[src/rtl/serial_in.sv]
// Serial-to-parallel receiver: assembles LSB-first words into a 2-entry output buffer
// whose head word and valid flag come straight from registers.
module serial_in #(
   parameter int WIDTH   = 32,
   parameter int COUNT_W = 5
) (
   input  logic             clk,
   input  logic             rst,
   input  logic             sin_data,
   input  logic             sin_valid,
   output logic             rx_ready,
   output logic [WIDTH-1:0] out_data,
   output logic             out_valid,
   input  logic             out_ready,
   output logic             frame_err,
   output logic             overflow,
   output logic [15:0]      word_cnt
);

   typedef enum logic {S_IDLE, S_RECV} state_t;

   localparam logic [COUNT_W-1:0] LAST_BIT = COUNT_W'(WIDTH - 1);

   state_t             r_state, w_state_next;
   logic [COUNT_W-1:0] r_cnt, w_cnt_next;
   logic [WIDTH-1:0]   r_shift, w_shift_next;
   logic               w_push_req;
   logic               w_abort;

   logic [WIDTH-1:0]   r_head, r_tail;
   logic               r_head_valid, r_tail_valid;
   logic               r_frame_err, r_overflow;
   logic [15:0]        r_word_cnt;

   logic               w_pop, w_full, w_push, w_drop;

   always_ff @(posedge clk) begin
      if (rst) begin
         r_state <= S_IDLE;
         r_cnt   <= '0;
         r_shift <= '0;
      end else begin
         r_state <= w_state_next;
         r_cnt   <= w_cnt_next;
         r_shift <= w_shift_next;
      end
   end

   always_comb begin
      w_state_next = r_state;
      w_cnt_next   = r_cnt;
      w_shift_next = r_shift;
      w_push_req   = 1'b0;
      w_abort      = 1'b0;
      case (r_state)
         S_IDLE: begin
            if (sin_valid) begin
               w_shift_next = {{(WIDTH-1){1'b0}}, sin_data};
               w_cnt_next   = COUNT_W'(1);
               w_state_next = S_RECV;
            end
         end
         S_RECV: begin
            if (sin_valid) begin
               w_shift_next[r_cnt] = sin_data;
               w_cnt_next          = r_cnt + COUNT_W'(1);
               if (r_cnt == LAST_BIT) begin
                  w_push_req   = 1'b1;
                  w_cnt_next   = '0;
                  w_state_next = S_IDLE;
               end
            end else begin
               w_abort      = 1'b1;
               w_cnt_next   = '0;
               w_state_next = S_IDLE;
            end
         end
         default: w_state_next = S_IDLE;
      endcase
   end

   // A full buffer still takes a new word when the head leaves on the same cycle.
   assign w_pop  = r_head_valid & out_ready;
   assign w_full = r_head_valid & r_tail_valid;
   assign w_push = w_push_req & (~w_full | w_pop);
   assign w_drop = w_push_req & w_full & ~w_pop;

   always_ff @(posedge clk) begin
      if (rst) begin
         r_head       <= '0;
         r_tail       <= '0;
         r_head_valid <= 1'b0;
         r_tail_valid <= 1'b0;
         r_frame_err  <= 1'b0;
         r_overflow   <= 1'b0;
         r_word_cnt   <= '0;
      end else begin
         r_frame_err <= w_abort;
         if (w_drop) r_overflow <= 1'b1;
         if (w_push) r_word_cnt <= r_word_cnt + 16'd1;
         case ({w_push, w_pop})
            2'b10: begin
               if (!r_head_valid) begin
                  r_head       <= w_shift_next;
                  r_head_valid <= 1'b1;
               end else begin
                  r_tail       <= w_shift_next;
                  r_tail_valid <= 1'b1;
               end
            end
            2'b01: begin
               r_head       <= r_tail;
               r_head_valid <= r_tail_valid;
               r_tail       <= '0;
               r_tail_valid <= 1'b0;
            end
            2'b11: begin
               if (r_tail_valid) begin
                  r_head <= r_tail;
                  r_tail <= w_shift_next;
               end else begin
                  r_head <= w_shift_next;
               end
            end
            default: ;
         endcase
      end
   end

   assign rx_ready  = (r_state == S_IDLE) & ~w_full;
   assign out_data  = r_head;
   assign out_valid = r_head_valid;
   assign frame_err = r_frame_err;
   assign overflow  = r_overflow;
   assign word_cnt  = r_word_cnt;

endmodule
[config.mk]
export PLATFORM = sky130hd
export DESIGN_NAME = serial_in
export DESIGN_NICKNAME = d
export VERILOG_FILES = /design/src/rtl/serial_in.sv
export SDC_FILE = /design/constraint.sdc
export NUM_CORES = 1
export LEC_CHECK = 0
export ABC_AREA = 1
export BUFFER_PORTS_ARGS = -buffer_cell sky130_fd_sc_hd__clkbuf_2
export CAP_MARGIN = 25
export CORE_MARGIN = 5
export CORE_UTILIZATION = 55
export CTS_BUF_LIST = sky130_fd_sc_hd__clkbuf_16
export DETAILED_ROUTE_END_ITERATION = 8
export HOLD_SLACK_MARGIN = 0.08
export PLACE_DENSITY = 0.74
export SKIP_LAST_GASP = 1
export SLEW_MARGIN = 30
export SYNTH_ARGS = -nofsm -noshare
export SYNTH_HDL_FRONTEND = slang
export SYNTH_SLANG_ARGS = --single-unit
[constraint.sdc]
create_clock -name clk -period 2.65 [get_ports clk]
set_clock_uncertainty 0.2 [all_clocks]
set_input_delay 0.1325 -clock clk [delete_from_list [all_inputs] [get_ports clk]]
set_output_delay 0.1325 -clock clk [all_outputs]
set_load 0.005 [all_outputs]
After elaboration in Yosys (flattened, before gate mapping)
Index checks and enable logic that the tools add are counted.
{"block": "totals", "out_inout_bits": 52, "reg_bits": 122, "wordCells": 66, "input_bits": 5}
{"block": "op_classes", "n_bitwise": 10, "reduce_logical": 7, "n_lt_le_gt_ge": 2, "addsub": 2, "n_eq_ne": 8, "muxes": 27}
{"cell": "$mux W32", "count": 6}
{"cell": "$pmux W32 S3", "count": 2}
{"cell": "$pmux W32 S2", "count": 1}
{"cell": "$bwmux W32", "count": 1}
{"cell": "$add A16 B1 Y16 const B", "count": 1}
{"cell": "$mux W5", "count": 3}
{"cell": "$pmux W5 S2", "count": 1}
{"cell": "$mux W1", "count": 9}
{"cell": "$ne A2 B2 Y1 const B", "count": 4}
{"cell": "$and A1 B1 Y1", "count": 6}
{"cell": "$lt A5 B6 Y1 const B", "count": 1}
{"cell": "$pmux W1 S2", "count": 3}
{"cell": "$add A5 B1 Y5 const B", "count": 1}
{"cell": "$demux W1 S5", "count": 1}
{"cell": "$eq A5 B5 Y1 const B", "count": 1}
{"cell": "$ge A5 B1 Y1 const B", "count": 1}
{"cell": "$eq A2 B2 Y1 const B", "count": 2}
{"cell": "$reduce_and A2 Y1", "count": 2}
{"cell": "$not A1 Y1", "count": 3}
{"cell": "$reduce_and A3 Y1", "count": 1}
{"cell": "$reduce_bool A3 Y1", "count": 1}
{"cell": "$eq A2 B1 Y1 const B", "count": 1}
{"cell": "$reduce_bool A2 Y1", "count": 1}
{"cell": "$reduce_or A2 Y1", "count": 1}
{"cell": "2 further kinds", "count": 2}

Logic depth before layout (Yosys ltp)
Gate-level depths: netlist of run 1.
{"block": "depth", "word_depth": 9, "mapped_depth": 15, "depth_no_buf": 15}

Worst setup path before layout of run 1
OpenSTA, ideal clock, no wires.
{"block": "synth_timing", "path_kind": "reg-to-reg", "from": "reg r_cnt[0]", "to": "reg r_word_cnt[11] (netlist: word_cnt[11])", "path_buffers": 0, "t_arrival_ns": 1.820, "setup_slack_ns": 0.520, "t_required_ns": 2.340, "period_less_slack_ns": 2.130, "stages_incl_launch_ff": 16, "path_cell_list": "dfxtp_1 -> ha_1 -> inv_1 -> nor2_1 -> ha_1 -> nand2_2 -> nor2_4 -> o21ai_4 -> inv_4 -> nand3_2 -> nor2_2 -> nand2_2 -> nor2_1 -> nand2_1 -> nand2_1 -> nor2_1"}
{"block": "synth_via", "elab_chain_cells": 5}
{"element": "start: declaration", "line": "25", "text": "logic [COUNT_W-1:0] r_cnt, w_cnt_next;"}
{"element": "start signal: assignment", "line": "44", "text": "r_cnt <= w_cnt_next;"}
{"element": "$eq A5 B5 Y1", "line": "67", "text": "if (r_cnt == LAST_BIT) begin"}
{"element": "$mux W1", "line": "67"}
{"element": "$mux W1", "line": "64", "text": "if (sin_valid) begin"}
{"element": "$mux W1", "line": "55", "text": "case (r_state)"}
{"element": "$and A1 B1 Y1", "line": "85", "text": "assign w_push = w_push_req & (~w_full | w_pop);"}
{"element": "end signal: assignment", "line": "100", "text": "if (w_push) r_word_cnt <= r_word_cnt + 16'd1;"}
{"element": "end: declaration", "line": "33", "text": "logic [15:0] r_word_cnt;"}
Every way passes these cells.
A chain may end at the register's enable or synchronous reset.

Final worst setup path of run 1
{"block": "layout_timing", "from": "reg r_cnt[1]", "to": "reg r_tail[19]"}
{"block": "layout_via", "elab_chain_cells": 9, "word_cells_on_any_way": 23, "cone_classes": "2 x order compare; 6 x eq/ne; 11 x mux; 1 x bitwise; 3 x reduce/logical"}
{"element": "$lt A5 B6 Y1 (not written as such) or $ge A5 B1 Y1 (tied branches)", "line": "65", "text": "w_shift_next[r_cnt] = sin_data;"}
{"element": "$logic_and A1 B1 Y1 (not written as such)", "line": "65"}
{"element": "$mux W1 (not written as such)", "line": "65"}
{"element": "$demux W1 S5", "line": "65"}
{"element": "$bwmux W32", "line": "65"}
{"element": "$mux W32", "line": "64"}
{"element": "$pmux W32 S2", "line": "55"}
{"element": "$mux W32, on equally long branches", "line": "118, 103"}
{"element": "$pmux W32 S3", "line": "101", "text": "case ({w_push, w_pop})"}
{"element": "end signal: assignment", "line": "107", "text": "r_tail <= w_shift_next;"}
{"element": "end signal: assignment", "line": "120", "text": "r_tail <= w_shift_next;"}
{"element": "end: declaration", "line": "30", "text": "logic [WIDTH-1:0] r_head, r_tail;"}
Parallel ways exist; a longest one is shown, timed or not. The select of a mux whose other input is x is not followed.

==> results of run 1 <==
==> what timing repair did <==
item,in CTS,in global routing
endpoints found under the hold margin,16,0
setup endpoints to repair,0,32
resized for setup,0,2
hold buffers,3,0
setup buffers,0,1
==> flip-flops by register name, summed over array words and instances (netlist names) <==
signal,cells
overflow,1
out_valid,1
r_state,1
r_tail_valid,1
frame_err,1
r_cnt,5
word_cnt,16
r_tail,32
r_shift,32
out_data,32
==> routing by layer <==
| layer | routed length, µm | track usage [%] | vias up |
|---|---|---|---|
| li1 | - | - | 3361 |
| met1 | 7749 | 31.45 | 2917 |
| met2 | 7651 | 38.67 | 174 |
| met3 | 913 | 5.566 | 25 |
| met4 | 297 | 7.790 | 0 |
| met5 | 0 | 0 | - |
==> cell families after synthesis <==
| group | count (synthesis) |
|---|---|
| and+or+nand+nor | 508 |
| buffers and inverters | 217 |
| AOI/OAI and AO/OA | 166 |
| DFF | 122 |
| adders and majority gates | 7 |
| xor gates and xnor gates | 3 |
==> final cells by class <==
type / count / area [µm²]
Tap cell: 147 / 183.9
Timing Repair Buffer: 82 / 536.8
Inverter: 158 / 598.1
Sequential cell: 122 / 2442
Multi-Input combinational cell: 685 / 3347
Clock buffer: 17 / 425.4
Clock inverter: 15 / 115.1
Fill cell: 1118 / 4313
==> metrics by stage <==
stage               area, µm²  setup WS [ns]
detailed placement       7043        0.04952
floorplan                6683         0.5202
CTS                      7614       0.006342
global placement         7043         0.1709
global route             7649      -0.008007
finish                   7649         0.1519
==> power by group <==
group	total, mW	leakage [nW]	internal [mW]	switching, mW
sequential	1.84	0.983	1.84	0.00244
clock	2.14	0.274	1.34	0.801
combinational	0.137	2.52	0.0351	0.102
==> tightest hold or removal path, cell delays in order <==
cell      delay, ns
clkbuf_2       0.07
inv_1          0.03
buf_4          0.24
nand2_1        0.13
nand2_1        0.05
nor2_1         0.11
==> layout by cell type (no fill, tap or decap), types with 2 or more instances in the layout <==
cell type	synthesis	final
a21oi_1	77	77
a31oi_1	2	2
buf_12	0	4
buf_4	13	18
bufinv_16	0	2
clkbuf_16	0	17
clkbuf_2	0	56
clkinv_1	0	7
clkinv_2	0	5
dfxtp_1	122	122
dlygate4sd3_1	0	3
ha_1	7	7
inv_1	154	155
inv_2	2	2
inv_4	2	2
nand2_1	299	299
nand2_2	7	7
nand3_1	107	107
nand4_1	43	43
nor2_1	36	36
nor2_2	3	3
nor2_4	1	2
nor3_1	4	4
o21ai_0	37	36
o21ai_1	9	10
o21ai_2	29	29
o21bai_1	8	8
or2_2	2	2
xnor2_1	2	2
==> worst paths after layout <==
path	start	to	slack, ns	depth (start not counted)
max	r_cnt[1]	r_tail[19]	0.15	14
min	sin_data	r_shift[0]	0.19	6
max reg2reg	r_cnt[1]	r_tail[19]	0.15	14
min reg2reg	r_tail[0]	r_tail[0]	0.27	2
==> out/metrics.yaml, run 1 <==
status:
  status: "completed"
clocking:
  htreeDepth: 4
  clkTransAtPathRegs_ns: 0.06
  cts_root_buffer: "clkbuf_16"
  tritoncts: "yes"
  cts.path.max_buffers: 2
  cts_sinks: 122
  cts_buffers: 17
  insertion_delay_ns: 0.42
synth:
  yosys.area_share.simple_pct: 33.51
  async_reset_ff_share_pct: 0
  synthTopCellsByCount: "nand2_1 (299), inv_1 (154), dfxtp_1 (122), nand3_1 (107), a21oi_1 (77)"
  netlist_area_um2: 6683
  synth_cell_types: 37
  synth_compound_area_share_pct: 14.70
  synth_fp_nets: 1035
  synth_top_family_by_area: "simple AND/OR/NAND/NOR gates"
  yosysTopAreaCell: "dfxtp_1"
  yosys_warnings: 0
  yosysMostFrequentCell: "nand2_1"
  seq_area_frac_synth_pct: 36.55
  synth_ff_type: "dfxtp_1"
  muxShareOfSynthArea_pct: 0
  synth_edf_count: 0
  synthCells: 1023
  synth_area_leaders: "dfxtp_1 (37%), nand2_1 (17%), inv_1 (8.7%)"
  avgSynthCellArea_um2: 6.532
  synthAdderAreaFrac_pct: 1.311
  synthXorXnorAreaFrac_pct: 0.3932
  yosysTopAreaCellShare_pct: 36.55
  ys_seq_elements: 122
global_routing:
  grt_max_degree: 43
  antenna_found_initial: 0
  grt_use_total_pct: 23.84
  overflow: 0
  grt_first_pass_wirelength_um: 28230
  grt_pass1_vias: 5947
setup_path:
  crit_path_frequent_cell: "nand2_2"
  crit_type: "reg2reg"
  crit_buf_inv: 3
  cp_top_family: "simple AND/OR/NAND/NOR gates"
  critPathSlowestCell: "dfxtp_1"
  arrival_ns: 2.65
  path_cells: "ha_1 -> inv_1 -> nor2_1 -> ha_1 -> nand2_2 -> nor2_4 -> o21ai_4 -> inv_4 -> nand2_2 -> nand2_2 -> inv_4 -> nor2_8 -> nand2_1 -> o21ai_2"
  cp.required_ns: 2.80
  cp-start-kind: "flop"
  slowest_delay_ns: 0.43
  endpoint_kind: "flop"
  worstPathMaxFanout: 16
routing:
  drt_iter0_markers: 487
  ant_nets: 0
  routed_wl_um: 16610
  vias: 6477
  wire_per_inst_um: 13.55
  drc: 0
  first_pass_iters: 5
  avgViaCountPerCell: 5.283
sta:
  max_freq_ghz: 0.4003
  rsz0062_at_grt: "true"
  hold_viol_final: 0
  slew_viol_final: 0
  finalSetupViolCount: 0
  period_share_pct: 94.27
  layout_min_cycle_time_ns: 2.498
  whs_ns: 0.1946
  tightest_slew_ns: 0.6060
  tns_ns: 0
  maxSlewHeadroom_pct: 59.55
finish:
  fin_util_pct: 63.94
  final_nets: 1078
  n_antenna_cell: 0
  drive_gt1_share_pct: 14.37
  areaGrowthSynthToFinish_pct: 14.45
  finalNonFillerCells: 1226
floorplan:
  die_area_um2: 14460
  rows: 40
  pin_count: 57
  start_util_pct: 55.87
  core_area_um2: 11960
  die_w_um: 120.2
  die_height_um: 120.2
power_and_ir_drop:
  power_density_nw_per_um2: 539.1
  p_leak_nw: 3.775
  vdd_drop_max_v: 0.0003917
  finalPower_mw: 4.123
flow_run:
  drv_cap: 0
placement:
  hpwl_um: 10690
  place_inst: 1189
  portBuffers: 56
  gp_congestion: 0.8691
min_path:
  hold_path.class: "in2reg"
Note: power is estimated with default switching activity, not from simulation.
==> inputs of run 2 (changes only) <==
==> constraint.sdc (replaced) <==
create_clock -name clk -period 3.1 [get_ports clk]
set_clock_uncertainty 0.2 [all_clocks]
set_input_delay 0.155 -clock clk [delete_from_list [all_inputs] [get_ports clk]]
set_output_delay 0.155 -clock clk [all_outputs]
set_load 0.005 [all_outputs]
==> run 2 against run 1 <==
- fmax decreased by 8.3%
- register-to-register slack improved by 0.22 ns
- core utilization decreased by 0.084 points
- count of clock-buffer cells in the layout unchanged
- sequential cell count unchanged
- first-iteration DRC count increased by 8.0%
- cell area decreased by 0.13%
- largest power group unchanged
==> out/metrics.yaml, run 2 (synthesis results as in run 1) <==
setup_path:
  crit_path_frequent_cell: "nand2_2"
  cp_top_family: "simple AND/OR/NAND/NOR gates"
  rrSetupSlack_ns: 0.38  # +0.22 ns
  cp-start-kind: "flop"
  slowest_delay_ns: 0.45  # +0.02 ns
  cp.required_ns: 3.26  # +0.46 ns
  path_cells: "ha_1 -> inv_1 -> nor2_1 -> ha_1 -> nand2_2 -> nor2_4 -> o21ai_4 -> inv_4 -> nand2_2 -> nand2_2 -> inv_4 -> nor2_8 -> nand2_1 -> o21ai_2"
  r2r_start: "r_cnt[0]"
  crit_buf_inv: 3  # unchanged
  arrival_ns: 2.89  # +0.24 ns
  r2r-end: "r_tail[15]"
  endpoint_kind: "flop"
  r2r_cells: 14  # unchanged
  crit_type: "reg2reg"
  worstPathMaxFanout: 32  # +16
  critPathSlowestCell: "dfxtp_1"
power_and_ir_drop:
  finalPower_mw: 3.712  # -10%
  power_density_nw_per_um2: 486.0  # -9.9%
  vdd_drop_max_v: 0.0004185  # +6.8%
  p_leak_nw: 3.758  # -0.45%
global_routing:
  grt_first_pass_wirelength_um: 28730  # +1.8%
  met1_usage_pct: 32.66  # +1.2 points
  grt_max_degree: 43  # unchanged
  busiest_layer: "met2"
  overflow: 0  # unchanged
  grt_pass1_vias: 5945  # -0.034%
  grt_use_total_pct: 24.30  # +0.46 points
  antenna_found_initial: 0  # unchanged
  met3_usage_pct: 5.285  # -0.28 points
  use_met2_pct: 38.67  # unchanged
sta:
  maxSlewHeadroom_pct: 37.14  # -22 points
  tightest_slew_ns: 0.9371  # +0.3311 ns
  slew_viol_final: 0  # unchanged
  finalWorstSetupSlack_ns: 0.3768  # +0.2249 ns
  whs_ns: 0.2700  # +0.07538 ns
  tns_ns: 0  # unchanged
  period_share_pct: 87.84  # -6.4 points
  hold_viol_final: 0  # unchanged
  finalSetupViolCount: 0  # unchanged
  layout_min_cycle_time_ns: 2.723  # +0.2251 ns
  rsz0062_at_grt: "false"
  max_freq_ghz: 0.3672  # -8.3%
routing:
  ant_nets: 0  # unchanged
  drc: 0  # unchanged
  first_pass_iters: 5  # unchanged
  routed_wl_um: 16710  # +0.59%
  wire_per_inst_um: 13.68  # +1.0%
  avgViaCountPerCell: 5.314  # +0.60%
  vias: 6489  # +0.19%
  drt_iter0_markers: 526  # +8.0%
finish:
  areaGrowthSynthToFinish_pct: 14.30
  seqCellArea_um2: 2442  # unchanged
  final_nets: 1073  # -0.46%
  final_cell_mix: "nand2_1 (299), inv_1 (152), dfxtp_1 (122), nand3_1 (107), a21oi_1 (77)"
  layout_commonest_cell: "nand2_1"
  drive_gt1_share_pct: 14.71  # +0.35 points
  multi_input_area_um2: 3336  # -0.34%
  fin_util_pct: 63.86  # -0.084 points
  n_antenna_cell: 0  # unchanged
  fillCellCount: 1073  # -4.0%
clocking:
  tritoncts: "yes"
  clkTransAtPathRegs_ns: 0.06  # about the same
  cts_sinks: 122  # unchanged
  cts.path.max_buffers: 2  # unchanged
  postCtsHoldBufs: 3  # unchanged
  insertion_delay_ns: 0.43  # about the same
  cts_setup_buffers: 0  # unchanged
  cts_root_buffer: "clkbuf_16"
  post_cts_resized: 0  # unchanged
  htreeDepth: 4  # unchanged
  cts_buffers: 17  # unchanged
floorplan:
  pin_count: 57  # unchanged
  die_area_um2: 14460  # unchanged
  start_util_pct: 55.87  # unchanged
  core_area_um2: 11960  # unchanged
  rows: 40  # unchanged
  die_w_um: 120.2  # unchanged
  die_height_um: 120.2  # unchanged
placement:
  hpwl_um: 10660  # -0.27%
  gp_congestion: 0.8359  # -3.8%
  pre_cts_slack_ns: 0.4384  # +0.3889 ns
  portBuffers: 56  # unchanged
min_path:
  holdPathEnd: "r_tail[0]"
  holdPathStages: 2  # -4
  hold_path.class: "reg2reg"
  worstHoldStart: "r_tail[0]"
flow_run:
  drv_cap: 0  # unchanged
status:
  status: "completed"
[run 2: cell count changes in the layout (fill, tap and decap cells not counted), moves of 2 or more]
cell | before | now
clkinv_1 | 7 | 2
clkinv_4 | 0 | 3
clkinvlp_4 | 0 | 3
inv_1 | 155 | 152
buf_12 | 4 | 2
clkinv_2 | 5 | 3
inv_6 | 0 | 2
[run 2: area by class of cell]
type	count	area share, %
multi-input cells	684	43.67
flip-flops and latches	122	31.97
inverters	158	7.830
repair buffers	78	6.257
clock buffers	17	5.569
well taps	147	2.408
clock inverters	15	2.293
[run 2: per-layer routing]
metal	up-vias	wire, µm
met2	207	7603
met1	2915	7822
met3	23	1027
met5	-	0
li1	3344	-
met4	0	255
[run 2: through the flow]
step | cell area (µm²) | std cells
after detailed placement | 7008 | 1186
after global routing | 7639 | 1221
after global placement | 7008 | 1186
after floorplan | 6683 | 1023
final | 7639 | 1221
after CTS | 7639 | 1221
[run 2: worst max-delay path by stage]
stage	start	to	slack, ns	cells past startpoint
3_3_place_gp	r_cnt[0]	r_tail[14]	0.60	14
6_report	r_cnt[0]	r_tail[15]	0.38	14
4_1_cts	r_cnt[0]	r_tail[15]	0.42	14
2_1_floorplan	r_cnt[0]	word_cnt[11]	0.97	15
3_5_place_dp	r_cnt[0]	r_tail[15]	0.44	14
5_1_grt	r_cnt[0]	r_tail[16]	0.18	14
[run 2: worst register-to-register path, stage by stage, from the launching register on]
cell     delay (ns)
dfxtp_1        0.45
ha_1           0.23
inv_1          0.05
nor2_1         0.12
ha_1           0.23
nand2_2        0.10
nor2_4         0.17
o21ai_4        0.13
inv_4          0.12
nand2_2        0.07
nand2_2        0.08
inv_4          0.06
nor2_8         0.42
nand2_1        0.16
o21ai_2        0.08
[run 2: power by group]
part / total [mW] / switching, mW / internal, mW
clock network: 2.02 / 0.761 / 1.26
registers: 1.58 / 0.00334 / 1.57
logic: 0.115 / 0.0858 / 0.0295
total: 3.71 / 0.850 / 2.86
==> inputs of run 3 (changes only) <==
--- a/config.mk
+++ b/config.mk
@@ -8,12 +8,14 @@
 export ABC_AREA = 1
 export BUFFER_PORTS_ARGS = -buffer_cell sky130_fd_sc_hd__clkbuf_2
 export CAP_MARGIN = 25
+export CELL_PAD_IN_SITES_DETAIL_PLACEMENT = 1
+export CELL_PAD_IN_SITES_GLOBAL_PLACEMENT = 1
 export CORE_MARGIN = 5
-export CORE_UTILIZATION = 55
+export CORE_UTILIZATION = 45
 export CTS_BUF_LIST = sky130_fd_sc_hd__clkbuf_16
 export DETAILED_ROUTE_END_ITERATION = 8
 export HOLD_SLACK_MARGIN = 0.08
-export PLACE_DENSITY = 0.74
+export PLACE_DENSITY_LB_ADDON = 0.1
 export SKIP_LAST_GASP = 1
 export SLEW_MARGIN = 30
 export SYNTH_ARGS = -nofsm -noshare
==> run 3 against run 2 <==
- sequential cell count did not move
- fmax is 3.5% lower
- combinational power hardly changed
- clock power is 10% higher
- via count rose by 3.6%
==> out/metrics.yaml, run 3 (synthesis results as in run 1) <==
floorplan:
  die_area_um2: 17390  # +20%
  core_area_um2: 14530  # +22%
  start_util_pct: 45.98  # -9.9 points
  die_w_um: 131.9  # +9.7%
  die_height_um: 131.9  # +9.7%
  rows: 44  # +10%
  pin_count: 57  # unchanged
setup_path:
  worstPathMaxFanout: 32  # unchanged
  cp-start-kind: "flop"
  rrSetupSlack_ns: 0.28  # -0.10 ns
  endpoint_kind: "flop"
  crit_type: "reg2reg"
  cp.required_ns: 3.26  # about the same
  arrival_ns: 2.98  # +0.09 ns
clocking:
  tritoncts: "yes"
  cts_root_buffer: "clkbuf_16"
  insertion_delay_ns: 0.43  # about the same
  cts_sinks: 122  # unchanged
  htreeDepth: 4  # unchanged
  cts_setup_buffers: 0  # unchanged
  cts.path.max_buffers: 2  # unchanged
  cts_buffers: 17  # unchanged
  clkTransAtPathRegs_ns: 0.06  # about the same
routing:
  wire_per_inst_um: 16.50  # +21%
  ant_nets: 0  # unchanged
  vias: 6723  # +3.6%
  drt_iter0_markers: 340  # -35%
  routed_wl_um: 20740  # +24%
  avgViaCountPerCell: 5.348  # +0.64%
  drc: 0  # unchanged
  first_pass_iters: 5  # unchanged
global_routing:
  antenna_found_initial: 0  # unchanged
  grt_first_pass_wirelength_um: 34810  # +21%
  grt_pass1_vias: 6928  # +17%
  grt_max_degree: 43  # unchanged
  overflow: 0  # unchanged
  grt_use_total_pct: 24.13  # -0.17 points
sta:
  tightest_slew_ns: 0.6339  # -0.3032 ns
  layout_min_cycle_time_ns: 2.822  # +0.09864 ns
  rsz0062_at_grt: "false"
  tns_ns: 0  # unchanged
  finalSetupViolCount: 0  # unchanged
  finalWorstSetupSlack_ns: 0.2782  # -0.09864 ns
  whs_ns: 0.1059  # -0.1641 ns
  maxSlewHeadroom_pct: 57.69  # +21 points
  max_freq_ghz: 0.3544  # -3.5%
  slew_viol_final: 0  # unchanged
  period_share_pct: 91.03  # +3.2 points
  hold_viol_final: 0  # unchanged
power_and_ir_drop:
  finalPower_mw: 3.929  # +5.8%
  p_leak_nw: 3.783  # +0.67%
  vdd_drop_max_v: 0.0003523  # -16%
  power_density_nw_per_um2: 507.0  # +4.3%
finish:
  finalNonFillerCells: 1257  # +2.9%
  fin_util_pct: 53.31  # -11 points
  seqCellArea_um2: 2442  # unchanged
  areaGrowthSynthToFinish_pct: 15.95
  n_antenna_cell: 0  # unchanged
  final_cell_mix: "nand2_1 (299), inv_1 (154), dfxtp_1 (122), nand3_1 (107), a21oi_1 (77)"
  multi_input_area_um2: 3341  # +0.15%
  drive_gt1_share_pct: 14.35  # -0.36 points
  fillCellCount: 1997  # +86%
  layout_commonest_cell: "nand2_1"
  design_area_um2: 7749  # +1.4%
  final_nets: 1072  # -0.093%
placement:
  hpwl_um: 12830  # +20%
  gp_congestion: 0.7864  # -5.9%
  place_inst: 1222  # +3.0%
  placed_area_um2: 7059  # +0.73%
  pre_cts_slack_ns: 0.4098  # -0.02862 ns
  portBuffers: 56  # unchanged
status:
  status: "completed"
flow_run:
  drv_cap: 0  # unchanged
min_path:
  hold_path.class: "in2reg"
## run 3: changes by cell type in the layout (fill, tap and decap cells not counted), moves of 2 or more
| cell | change |
|---|---|
| clkinv_4 | -3 |
| bufinv_16 | +3 |
| inv_1 | +2 |
| buf_4 | -2 |
| inv_6 | -2 |
## run 3: where the power goes
part           internal [mW]  total, mW  switching [mW]  leakage [nW]
combinational         0.0265      0.117          0.0902          2.49
clock                   1.49       2.23           0.743         0.311
sequential              1.57       1.58         0.00603         0.983
## run 3: critical path, cell delays in order (launching register included)
cell and delay [ns]:
dfxtp_1 0.45, ha_1 0.22, inv_1 0.05, nor2_1 0.11
ha_1 0.22, nand2_2 0.11, nor2_4 0.20, o21ai_4 0.14
inv_4 0.13, nand2_2 0.07, nand2_2 0.09, inv_4 0.06
nor2_8 0.44, nand2_1 0.17, o21ai_2 0.10
## run 3: worst paths after layout
check / cells past startpoint / from / endpoint
worst min-delay path: 4 / rst / r_cnt[2]
worst max register to register: 14 / r_cnt[0] / r_tail[31]
worst min register to register: 2 / r_tail[0] / r_tail[0]
worst max-delay path: 14 / r_cnt[0] / r_tail[31]
## run 3: per-layer routing
layer  track usage, %  part of all wire [%]
met2            42.62                    50
met5                0                     0
met3            4.924                   3.2
met4            5.657                  0.93
met1            30.14                    45
## run 3: area by class of cell
class	instances	share of cell area (%)
Sequential cell	122	31.52
Tap cell	184	2.971
Inverter	158	7.718
Clock buffer	17	5.490
Clock inverter	15	2.955
Multi-Input combinational cell	684	43.11
Timing Repair Buffer	77	6.233
## run 3: timing repair
action                    CTS  global route
gates resized for setup     0             0
hold buffers                3             0
hold endpoints to repair   10             0
